File: src/rtl/ecc_pkg.sv
// SECDED helpers shared by the encoder and the decode pipeline:
// check-bit width, H-matrix column generator and error classification codes.
package ecc_pkg;

  localparam logic [1:0] NONE = 2'd0;
  localparam logic [1:0] SBIT = 2'd1;
  localparam logic [1:0] DBIT = 2'd2;

  // Check-bit count: Hamming r (smallest with 2^r >= dw+r+1) plus one overall bit.
  function automatic int pw_calc(input int dw);
    int r;
    r = 0;
    for (int k = 1; k <= 9; k++)
      if (r == 0 && (1 << k) >= dw + k + 1) r = k;
    return r + 1;
  endfunction

  // Column for data bit i: the (i+1)-th non-power-of-two >= 3 in the low r bits,
  // with bit r set when needed so every data column has odd weight.
  function automatic logic [31:0] h_col(input int i, input int r);
    int k;
    logic [31:0] col;
    k   = 0;
    col = '0;
    for (int v = 3; k <= i; v++) begin
      if ((v & (v - 1)) != 0) begin
        if (k == i) col = 32'(v);
        k++;
      end
    end
    if (^col == 1'b0) col = col | (32'd1 << r);
    return col;
  endfunction

endpackage

File: src/rtl/ecc_secded_enc.sv
// Combinational SECDED check-bit generator: parity[j] is the XOR of all data
// bits whose H column has bit j set.
module ecc_secded_enc
  import ecc_pkg::*;
#(
  parameter int DATA_WIDTH = 22
) (
  input  logic [DATA_WIDTH-1:0]            data,
  output logic [pw_calc(DATA_WIDTH)-1:0]   parity
);

  localparam int PW = pw_calc(DATA_WIDTH);

  // mask[j] selects the data bits that feed check bit j
  logic [PW-1:0][DATA_WIDTH-1:0] mask;

  for (genvar i = 0; i < DATA_WIDTH; i++) begin : g_col
    localparam logic [31:0] COL = h_col(i, PW - 1);
    for (genvar j = 0; j < PW; j++) begin : g_bit
      assign mask[j][i] = COL[j];
    end
  end

  for (genvar j = 0; j < PW; j++) begin : g_par
    assign parity[j] = ^(data & mask[j]);
  end

endmodule

File: src/rtl/ecc_secded_pipe.sv
// Two-stage SECDED decode pipeline with write-path encoder, error counters,
// first-error log and double-bit interrupt pulse.
module ecc_secded_pipe
  import ecc_pkg::*;
#(
  parameter int DATA_WIDTH = 22,
  parameter int TAG_WIDTH  = 8,
  parameter int CNT_WIDTH  = 16
) (
  input  logic                            clk,
  input  logic                            rst,
  input  logic [DATA_WIDTH-1:0]           enc_data,
  output logic [pw_calc(DATA_WIDTH)-1:0]  enc_parity,
  input  logic                            in_valid,
  output logic                            in_ready,
  input  logic [DATA_WIDTH-1:0]           in_data,
  input  logic [pw_calc(DATA_WIDTH)-1:0]  in_parity,
  input  logic [TAG_WIDTH-1:0]            in_tag,
  input  logic                            in_bypass,
  output logic                            out_valid,
  input  logic                            out_ready,
  output logic [DATA_WIDTH-1:0]           out_data,
  output logic [TAG_WIDTH-1:0]            out_tag,
  output logic                            out_sbit_err,
  output logic                            out_dbit_err,
  output logic [CNT_WIDTH-1:0]            sbit_cnt,
  output logic [CNT_WIDTH-1:0]            dbit_cnt,
  input  logic                            cnt_clr,
  output logic                            log_valid,
  output logic [TAG_WIDTH-1:0]            log_tag,
  output logic [pw_calc(DATA_WIDTH)-1:0]  log_syndrome,
  output logic                            log_dbit,
  input  logic                            log_clr,
  output logic                            irq_dbit
);

  localparam int PW = pw_calc(DATA_WIDTH);

  logic [PW-1:0]         rd_parity;
  logic                  adv, fire, capture;
  logic [2:1]            vld_pipe;
  logic [DATA_WIDTH-1:0] s1_data, dec_data;
  logic [TAG_WIDTH-1:0]  s1_tag;
  logic                  s1_bypass;
  logic [PW-1:0]         s1_syn, out_syn;
  logic [DATA_WIDTH-1:0] match;
  logic [1:0]            dec_code;

  ecc_secded_enc #(.DATA_WIDTH(DATA_WIDTH)) u_enc_wr (.data(enc_data), .parity(enc_parity));
  ecc_secded_enc #(.DATA_WIDTH(DATA_WIDTH)) u_enc_rd (.data(in_data),  .parity(rd_parity));

  // Whole pipe moves together; it only stalls when the output word is held.
  assign adv       = !out_valid || out_ready;
  assign in_ready  = adv;
  assign out_valid = vld_pipe[2];
  assign fire      = out_valid && out_ready;

  // One comparator per data bit: which column (if any) the syndrome names
  for (genvar i = 0; i < DATA_WIDTH; i++) begin : g_match
    localparam logic [31:0] COL = h_col(i, PW - 1);
    assign match[i] = (s1_syn == COL[PW-1:0]);
  end

  // Classify the stage-1 syndrome and correct a single data-bit error
  always_comb begin
    dec_data = s1_data;
    dec_code = NONE;
    if (!s1_bypass && s1_syn != '0) begin
      if (|match) begin
        dec_data = s1_data ^ match;
        dec_code = SBIT;
      end else if ($onehot(s1_syn)) begin
        dec_code = SBIT;
      end else begin
        dec_code = DBIT;
      end
    end
  end

  // Control state of both stages: valid bits and output flags
  always_ff @(posedge clk or posedge rst) begin
    if (rst) begin
      vld_pipe     <= '0;
      out_sbit_err <= 1'b0;
      out_dbit_err <= 1'b0;
    end else if (adv) begin
      vld_pipe     <= {vld_pipe[1], in_valid};
      out_sbit_err <= (dec_code == SBIT);
      out_dbit_err <= (dec_code == DBIT);
    end
  end

  // Payload registers of both stages; contents are don't-care while invalid
  always_ff @(posedge clk) begin
    if (adv) begin
      s1_data   <= in_data;
      s1_tag    <= in_tag;
      s1_bypass <= in_bypass;
      s1_syn    <= in_parity ^ rd_parity;
      out_data  <= dec_data;
      out_tag   <= s1_tag;
      out_syn   <= s1_syn;
    end
  end

  // Saturating error counters, counted once per output handshake; clear wins
  always_ff @(posedge clk or posedge rst) begin
    if (rst) begin
      sbit_cnt <= '0;
      dbit_cnt <= '0;
    end else if (cnt_clr) begin
      sbit_cnt <= '0;
      dbit_cnt <= '0;
    end else begin
      if (fire && out_sbit_err && sbit_cnt != '1) sbit_cnt <= sbit_cnt + CNT_WIDTH'(1);
      if (fire && out_dbit_err && dbit_cnt != '1) dbit_cnt <= dbit_cnt + CNT_WIDTH'(1);
    end
  end

  // Capture into an empty (or just-cleared) log, or let a dbit word replace an sbit entry
  assign capture = fire && (out_sbit_err || out_dbit_err) &&
                   (!log_valid || log_clr || (out_dbit_err && !log_dbit));

  // First-error log
  always_ff @(posedge clk or posedge rst) begin
    if (rst) begin
      log_valid    <= 1'b0;
      log_tag      <= '0;
      log_syndrome <= '0;
      log_dbit     <= 1'b0;
    end else if (capture) begin
      log_valid    <= 1'b1;
      log_tag      <= out_tag;
      log_syndrome <= out_syn;
      log_dbit     <= out_dbit_err;
    end else if (log_clr) begin
      log_valid    <= 1'b0;
      log_dbit     <= 1'b0;
    end
  end

  // One-cycle interrupt after a double-bit word leaves the pipe
  always_ff @(posedge clk or posedge rst) begin
    if (rst) irq_dbit <= 1'b0;
    else     irq_dbit <= fire && out_dbit_err;
  end

endmodule

File: config.mk
export PLATFORM = sky130hd
export DESIGN_NAME = ecc_secded_pipe
export DESIGN_NICKNAME = d
export VERILOG_FILES = /design/src/rtl/ecc_pkg.sv /design/src/rtl/ecc_secded_enc.sv /design/src/rtl/ecc_secded_pipe.sv
export SDC_FILE = /design/constraint.sdc
export NUM_CORES = 1
export LEC_CHECK = 0
export CAP_MARGIN = 5
export CORE_ASPECT_RATIO = 0.75
export CORE_UTILIZATION = 50
export DETAILED_ROUTE_END_ITERATION = 8
export DONT_BUFFER_PORTS = 1
export PLACE_DENSITY = 0.68
export SLEW_MARGIN = 20
export SYNTH_ARGS = -nofsm -noshare
export SYNTH_HDL_FRONTEND = slang
export SYNTH_SLANG_ARGS = --single-unit
export TNS_END_PERCENT = 30
File: constraint.sdc
create_clock -name clk -period 3.3 [get_ports clk]
set_input_delay 0.66 -clock clk [delete_from_list [all_inputs] [get_ports clk]]
set_output_delay 0.66 -clock clk [all_outputs]
set_load 0.005 [all_outputs]
==> impl_metrics.env, run 1 <==
export IMPL_routed_wl_um=13100
export IMPL_grt_antenna_before_repair=0
export IMPL_combPwrFrac=0.241
export IMPL_syn_inst=512
export IMPL_layout_nets=597
export IMPL_cpMaxStageDelayCell="fa_1"
export IMPL_status="complete, no violations"
export IMPL_first_iter_violations=271
export IMPL_swShare=0.296
export IMPL_nFillCells=998
export IMPL_core_area_sq_um=12300
export IMPL_irDropWorstVdd_mv=0.460
export IMPL_synth_top_family_by_area="XOR/XNOR gates"
export IMPL_path_cells="inv_1 > fa_1 > fa_1 > inv_1 > ha_1 > fa_1 > nor3b_1 > a2111oi_2 > and4_1 > o21ai_0"
export IMPL_synth_edf_count=73
export IMPL_synth_area_sq_um=6330
export IMPL_r2r_end="out_sbit_err"
export IMPL_place_ws_ns=0.148
export IMPL_antenna_cells=0
export IMPL_max_freq_ghz=0.331
export IMPL_cts_buffers=17
export IMPL_syn_to_final_growth_pct=13.3
export IMPL_ys_ff_latch=126
export IMPL_fin_crit_ns=3.02
export IMPL_clock_sinks=126
export IMPL_reg2reg_from="s1_syn[1]"
export IMPL_finalHoldViolations=0
export IMPL_wl_per_cell_um=18.7
export IMPL_cp_arrival_ns=3.34
export IMPL_clkPwrFrac=0.362
export IMPL_tightest_slew_ns=0.941
export IMPL_rsz0062_at_grt="no"
export IMPL_worstSetupEndpointType="flip-flop"
export IMPL_hp_class="in -> async"
export IMPL_grt_overflow=0
export IMPL_place_hpwl_um=9310
export IMPL_synthAdderAreaFrac=0.0233
export IMPL_fin_ws_ns=0.276
export IMPL_p_seq_frac=0.397
export IMPL_critPathMaxStageDelay_ns=0.49
export IMPL_synthArstFlopShare=0.421
export IMPL_multiInputGateArea_sq_um=2690
export IMPL_ant_nets=0
export IMPL_grt_pass1_vias=3912
export IMPL_final_core_util=0.583
export IMPL_critPathLaunchType="flip-flop"
export IMPL_grt_pass1_wl_um=20700
export IMPL_relSlewSlack=0.373
export IMPL_fin_crit_sh=0.916
export IMPL_clkTransAtPathRegs_ns=0.06
export IMPL_cts_root_buf="clkbuf_16"
export IMPL_numPortBuffers=0
export IMPL_placed_area_sq_um=6520
export IMPL_synth_nets=587
export IMPL_dr_pass1_iters=5
export IMPL_critPathMaxFanout=4
export IMPL_synthSimpleGateAreaFrac=0.127
export IMPL_dieArea_sq_um=13100
export IMPL_pin_count=154
export IMPL_critPathKind="reg -> reg"
export IMPL_die_x_um=132
export IMPL_cp_common_cell="fa_1"
export IMPL_yosysSeqAreaShare=0.556
export IMPL_drc_errors=0
export IMPL_yosysUniqueCellTypes=54
export IMPL_synth_xor_area_share=0.194
export IMPL_switching_power_uw=1660
export IMPL_syn_area_per_cell_sq_um=12.4
export IMPL_ys_warn_count=0
export IMPL_p_per_area_nw_per_um2=780
export IMPL_finalSetupViolations=0
export IMPL_seq_area_sq_um=3520
export IMPL_start_util=0.515
export IMPL_final_area_sq_um=7170
export IMPL_grt_max_degree=54
export IMPL_drive_gt1_frac=0.125
export IMPL_place_gp_congestion=0.863
export IMPL_ys_flop_type="edfxtp_1"
export IMPL_drv_cap=0
export IMPL_p_leak_uw=0.00264
export IMPL_routed_via_density=5.72
export IMPL_rows=35
export IMPL_vias=4012
export IMPL_drv_slew=0
export IMPL_fin_tns_setup_ns=0
export IMPL_worst_clock_skew_ns=0.00873
export IMPL_p_int_uw=3940
export IMPL_h_tree_depth=4
export IMPL_clock_path_buffers=2
export IMPL_synth_compound_area_frac=0.0437
export IMPL_total_power_uw=5600
export IMPL_muxShareOfSynthArea=0.0346
export IMPL_reg2reg_setup_slack_ns=0.28
export IMPL_required_ns=3.62
export IMPL_cts_tree="built"
export IMPL_clock_latency_ns=0.41
export IMPL_grt_total_usage=0.206
export IMPL_rr_worst_depth=10
export IMPL_die_h_um=99.5
export IMPL_post_cts_buffers=0
routing by layer:
| layer | vias to the layer above | global-route usage | part of all wire |
|---|---|---|---|
| li1 | 1828 | - | - |
| met1 | 1975 | 0.272 | 0.43 |
| met2 | 182 | 0.317 | 0.46 |
| met3 | 27 | 0.0765 | 0.092 |
| met4 | 0 | 0.0635 | 0.015 |
| met5 | - | 0 | 0 |
how the worst max path moves through the flow:
stage | depth (start not counted) | from | slack, ns | endpoint
global placement | 10 | s1_syn[1] | 0.28 | out_sbit_err
finish | 10 | s1_syn[1] | 0.28 | out_sbit_err
CTS | 10 | s1_syn[1] | 0.13 | out_sbit_err
global route | 10 | s1_syn[1] | 0.12 | out_sbit_err
floorplan | 11 | s1_syn[3] | 0.27 | out_sbit_err
detailed placement | 10 | s1_syn[1] | 0.15 | out_sbit_err
power groups by stage:
stage	Sequential, uW	Clock (uW)	Combinational [uW]
after floorplan	2160	0	1040
after global placement	2230	0	1250
after detailed placement	2250	0	1310
after CTS	2220	2060	1320
after global routing	2260	2130	1500
final	2220	2020	1350
cell usage in the layout, fill, tap and decap left out, drive strengths merged, types with 2 or more instances in the layout:
cell        n
a2111oi     2
nor4       10
o31ai       2
nor2       39
nor2b       4
edfxtp     73
a311oi      2
clkinv      5
bufinv      5
mux2       15
clkbuf     18
a21oi      10
buf         5
o32ai       2
or3         2
nor3       14
o21ai       6
and3        7
ha          7
and4        3
clkinvlp    3
or2         2
nand2b      6
o211ai      3
inv        18
xor2       23
nand4       9
xnor2     115
nand2      22
mux2i       5
nand3      23
fa          3
dfrtp      53
nor4b       2
a31oi       3
nand3b      2
final cells by class:
type                       instances  area share
timing repair buffer               5     0.00698
inverter                          17     0.00907
clock buffer                      18      0.0598
multi-input combinational        355       0.375
tap                              166      0.0290
sequential                       126       0.490
clock inverter                    14      0.0300
metrics by stage:
stage	hold slack (ns)	instances
after global placement	0.402	669
after CTS	0.291	701
after detailed placement	0.407	669
final	0.305	701
after global routing	0.290	701
after floorplan	0.400	512
sequential cells by signal, summed over array words and instances (netlist names):
| signal | flops |
|---|---|
| s1_data | 22 |
| irq_dbit | 1 |
| out_dbit_err | 1 |
| log_dbit | 1 |
| s1_bypass | 1 |
| s1_tag | 8 |
| log_valid | 1 |
| dbit_cnt | 16 |
| s1_syn | 6 |
| sbit_cnt | 16 |
| out_sbit_err | 1 |
| out_tag | 8 |
| log_syndrome | 6 |
| log_tag | 8 |
| out_data | 22 |
| vld_pipe | 2 |
| out_syn | 6 |
cells in the mapped netlist (2+ instances only):
cell type / count / area, sq um
nor3_1: 14 / 70.1
o32ai_1: 2 / 17.5
nor4b_1: 2 / 17.5
nand3_1: 22 / 110
xor2_1: 23 / 201
or3_1: 2 / 12.5
xnor2_1: 115 / 1010
clkbuf_1: 5 / 18.8
nand3b_1: 2 / 15.0
dfrtp_1: 53 / 1330
nor2_1: 39 / 146
and4_1: 2 / 17.5
mux2i_1: 5 / 50.1
mux2_2: 15 / 169
nor4_1: 9 / 56.3
and3_1: 6 / 37.5
or2_2: 2 / 12.5
nand2b_1: 6 / 37.5
nand4_1: 7 / 43.8
a21oi_1: 10 / 50.1
ha_1: 7 / 87.6
a2111oi_0: 2 / 17.5
inv_1: 17 / 63.8
o31ai_1: 2 / 15.0
o21ai_2: 2 / 17.5
o211ai_1: 3 / 22.5
a311oi_1: 2 / 17.5
fa_1: 3 / 60.1
nand2_1: 22 / 82.6
nor2b_1: 4 / 25.0
a31oi_1: 3 / 18.8
buf_2: 7 / 35.0
o21ai_0: 4 / 20.0
edfxtp_1: 73 / 2190
timing repair:
action	4_1_cts	5_1_grt
gates resized for setup	0	2
hold buffers	0	0
setup endpoints to repair	0	1
cells by family (layout without fill, tap and decap cells):
group | Yosys count | in the layout
fa+ha+maj | 10 | 10
simple gates | 148 | 148
compound gates | 38 | 38
mux | 20 | 20
xor+xnor | 139 | 139
flops | 126 | 126
buf+inv | 31 | 54
worst max-delay path: cells and delay by family, from the launching register on:
family | cells | cell delay (ns)
buffers and inverters | 2 | 0.20
adder cells (fa/ha/maj) | 4 | 1.58
AO/OA/AOI/OAI | 2 | 0.22
AND/OR/NAND/NOR | 2 | 0.50
flip-flops | 1 | 0.43
(Power assumes the default switching activity.)
==> run 2, diff against run 1 <==
- SYNTH_HIERARCHICAL: not set -> 1
==> run 2 against run 1 <==
Effect of this change: area after synthesis grew 2.8%; largest power group unchanged; via count is essentially flat; combinational power grew 11%; largest cell class unchanged.
==> impl_metrics.env, run 2 <==
export IMPL_p_per_area_nw_per_um2=772
export IMPL_place_gp_congestion=0.889
export IMPL_layout_nets=594
export IMPL_cts_buffers=17
export IMPL_synthArstFlopShare=0.421
export IMPL_grt_pass1_wl_um=21400
export IMPL_synth_area_sq_um=6510
export IMPL_cts_root_buf="clkbuf_16"
export IMPL_synth_edf_count=73
export IMPL_placed_cells=665
export IMPL_drv_slew=0
export IMPL_p_leak_uw=0.00294
export IMPL_finalSetupViolations=0
export IMPL_numPortBuffers=0
export IMPL_ys_warn_count=6
export IMPL_grt_max_degree=34
export IMPL_drv_cap=0
export IMPL_yosysUniqueCellTypes=53
export IMPL_core_area_sq_um=12500
export IMPL_drive_gt1_frac=0.126
export IMPL_relSlewSlack=0.580
export IMPL_max_freq_ghz=0.311
export IMPL_fin_crit_sh=0.975
export IMPL_worst_clock_skew_ns=0.0103
export IMPL_final_area_sq_um=7370
export IMPL_critPathMaxStageDelay_ns=0.49
export IMPL_syn_area_per_cell_sq_um=12.9
export IMPL_hp_class="in -> async"
export IMPL_irDropWorstVdd_mv=0.438
export IMPL_fin_crit_ns=3.22
export IMPL_routed_wl_met2_um=6370
export IMPL_placed_area_sq_um=6720
export IMPL_post_synth_top_area_cell="edfxtp_1"
export IMPL_synth_top_area_frac=0.337
export IMPL_ant_nets=0
export IMPL_syn_to_final_growth_pct=13.2
export IMPL_pin_count=154
export IMPL_start_util=0.522
export IMPL_yosysSeqAreaShare=0.540
export IMPL_first_iter_violations=249
export IMPL_topRoutingLayerUsed="met4"
export IMPL_ys_flop_type="edfxtp_1"
export IMPL_cpMaxStageDelayCell="fa_1"
export IMPL_path_cells="inv_1 > fa_1 > fa_1 > inv_1 > ha_1 > fa_1 > or3b_2 > o311ai_1 > or4_4 > nor4_4 > a22o_1"
export IMPL_wl_per_cell_um=20.2
export IMPL_worstSetupEndpointType="flip-flop"
export IMPL_critPathMaxFanout=2
export IMPL_grt_overflow=0
export IMPL_finalHoldViolations=0
export IMPL_grt_total_usage=0.213
export IMPL_grt_pass1_vias=3936
export IMPL_synthTopCellsByArea="edfxtp_1, dfrtp_1, xnor2_1"
export IMPL_synth_nets=581
export IMPL_die_x_um=134
export IMPL_post_synth_top_count_cell="edfxtp_1"
export IMPL_largestRegisters="out_data: 22 flops, s1_data: 22 flops"
export IMPL_wl_met1_um=6300
export IMPL_cp_arrival_ns=3.56
export IMPL_clock_sinks=126
export IMPL_cts_hold_buf=0
export IMPL_syn_inst=506
export IMPL_clkTransAtPathRegs_ns=0.06
export IMPL_dr_pass1_iters=5
export IMPL_critPathKind="reg -> reg"
export IMPL_clock_path_buffers=2
export IMPL_clock_latency_ns=0.41
export IMPL_synth_common_cells="edfxtp_1, xnor2_1, dfrtp_1, nor2_1, xor2_1"
export IMPL_final_common_cell="edfxtp_1"
export IMPL_critPathLaunchType="flip-flop"
export IMPL_vias=4010
export IMPL_grt_antenna_before_repair=0
export IMPL_ys_ff_latch=126
export IMPL_rows=35
export IMPL_cts_tree="built"
export IMPL_place_hpwl_um=10100
export IMPL_antenna_cells=0
export IMPL_final_cell_mix="edfxtp_1, xnor2_1, dfrtp_1, nor2_1, xor2_1"
export IMPL_required_ns=3.64
export IMPL_h_tree_depth=4
export IMPL_dieArea_sq_um=13500
export IMPL_drc_errors=0
export IMPL_routed_via_density=5.74
export IMPL_path_delay_family="adder cells"
export IMPL_final_cells=698
export IMPL_wl_met3_um=1270
export IMPL_rsz0062_at_grt="yes"
export IMPL_status="complete, no violations"
export IMPL_crit_buf_inv=2
export IMPL_cp_common_cell="fa_1"
export IMPL_tightest_slew_ns=0.628
export IMPL_die_h_um=101
export IMPL_routed_wl_um=14100
[run 2: per-layer routing]
metal,vias up,GRT usage
met5,-,0
met3,18,0.0799
li1,1834,-
met1,1983,0.294
met2,175,0.311
met4,0,0.0691
[run 2: path summary, 6_finish.rpt]
check                           depth (start not counted)  slack (ns)  startpoint            to
worst max register to register                         11        0.08   s1_syn[3]  out_dbit_err
min in group clk                                        1        0.31     cnt_clr  dbit_cnt[14]
worst max-delay path                                   11        0.08   s1_syn[3]  out_dbit_err
worst min-delay path                                    1        0.16         rst    log_tag[0]
worst min register to register                          0        0.42   s1_tag[2]    out_tag[2]
max in group asynchronous                               2        2.35         rst   dbit_cnt[6]
[run 2: final cells by class]
type / instances / area [sq um]
clock inverter: 13 / 189
clock buffer: 19 / 443
multi-input combinational: 350 / 2890
tap: 166 / 208
timing repair buffer: 10 / 75.1
inverter: 14 / 52.6
sequential: 126 / 3520
fill: 1017 / 5110
[run 2: repair_timing]
| action | CTS | global route |
|---|---|---|
| endpoints found under the setup margin | 0 | 2 |
| buffers inserted | 0 | 1 |
| endpoints found under the hold margin | 0 | 0 |
| resized for setup | 0 | 4 |
[run 2: per-stage QoR]
step / total power [uW] / TNS [ns] / hold WS, ns / worst slack (ns) / util
4_1_cts: 5690 / 0 / 0.157 / 0.0118 / 0.589
3_3_place_gp: 3600 / 0 / 0.403 / 0.0985 / 0.539
3_5_place_dp: 3680 / -0.000759 / 0.411 / -0.000759 / 0.539
6_report: 5690 / 0 / 0.160 / 0.0829 / 0.591
5_1_grt: 5970 / -0.0702 / 0.185 / -0.0361 / 0.591
2_1_floorplan: 3310 / 0 / 0.400 / 0.00479 / -
[run 2: cells by family after synthesis]
group / after synthesis / synth area share
XOR/XNOR: 124 / 0.220
adder cells (fa/ha/maj): 10 / 0.0227
multiplexers: 19 / 0.0321
buffers and inverters: 30 / 0.0190
flip-flops: 126 / 0.540
AO/OA/AOI/OAI: 35 / 0.0350
AND/OR/NAND/NOR: 162 / 0.131
[run 2: where the power goes]
part	switching [uW]	internal, uW
registers	214	2000
clock network	693	1290
logic	767	731
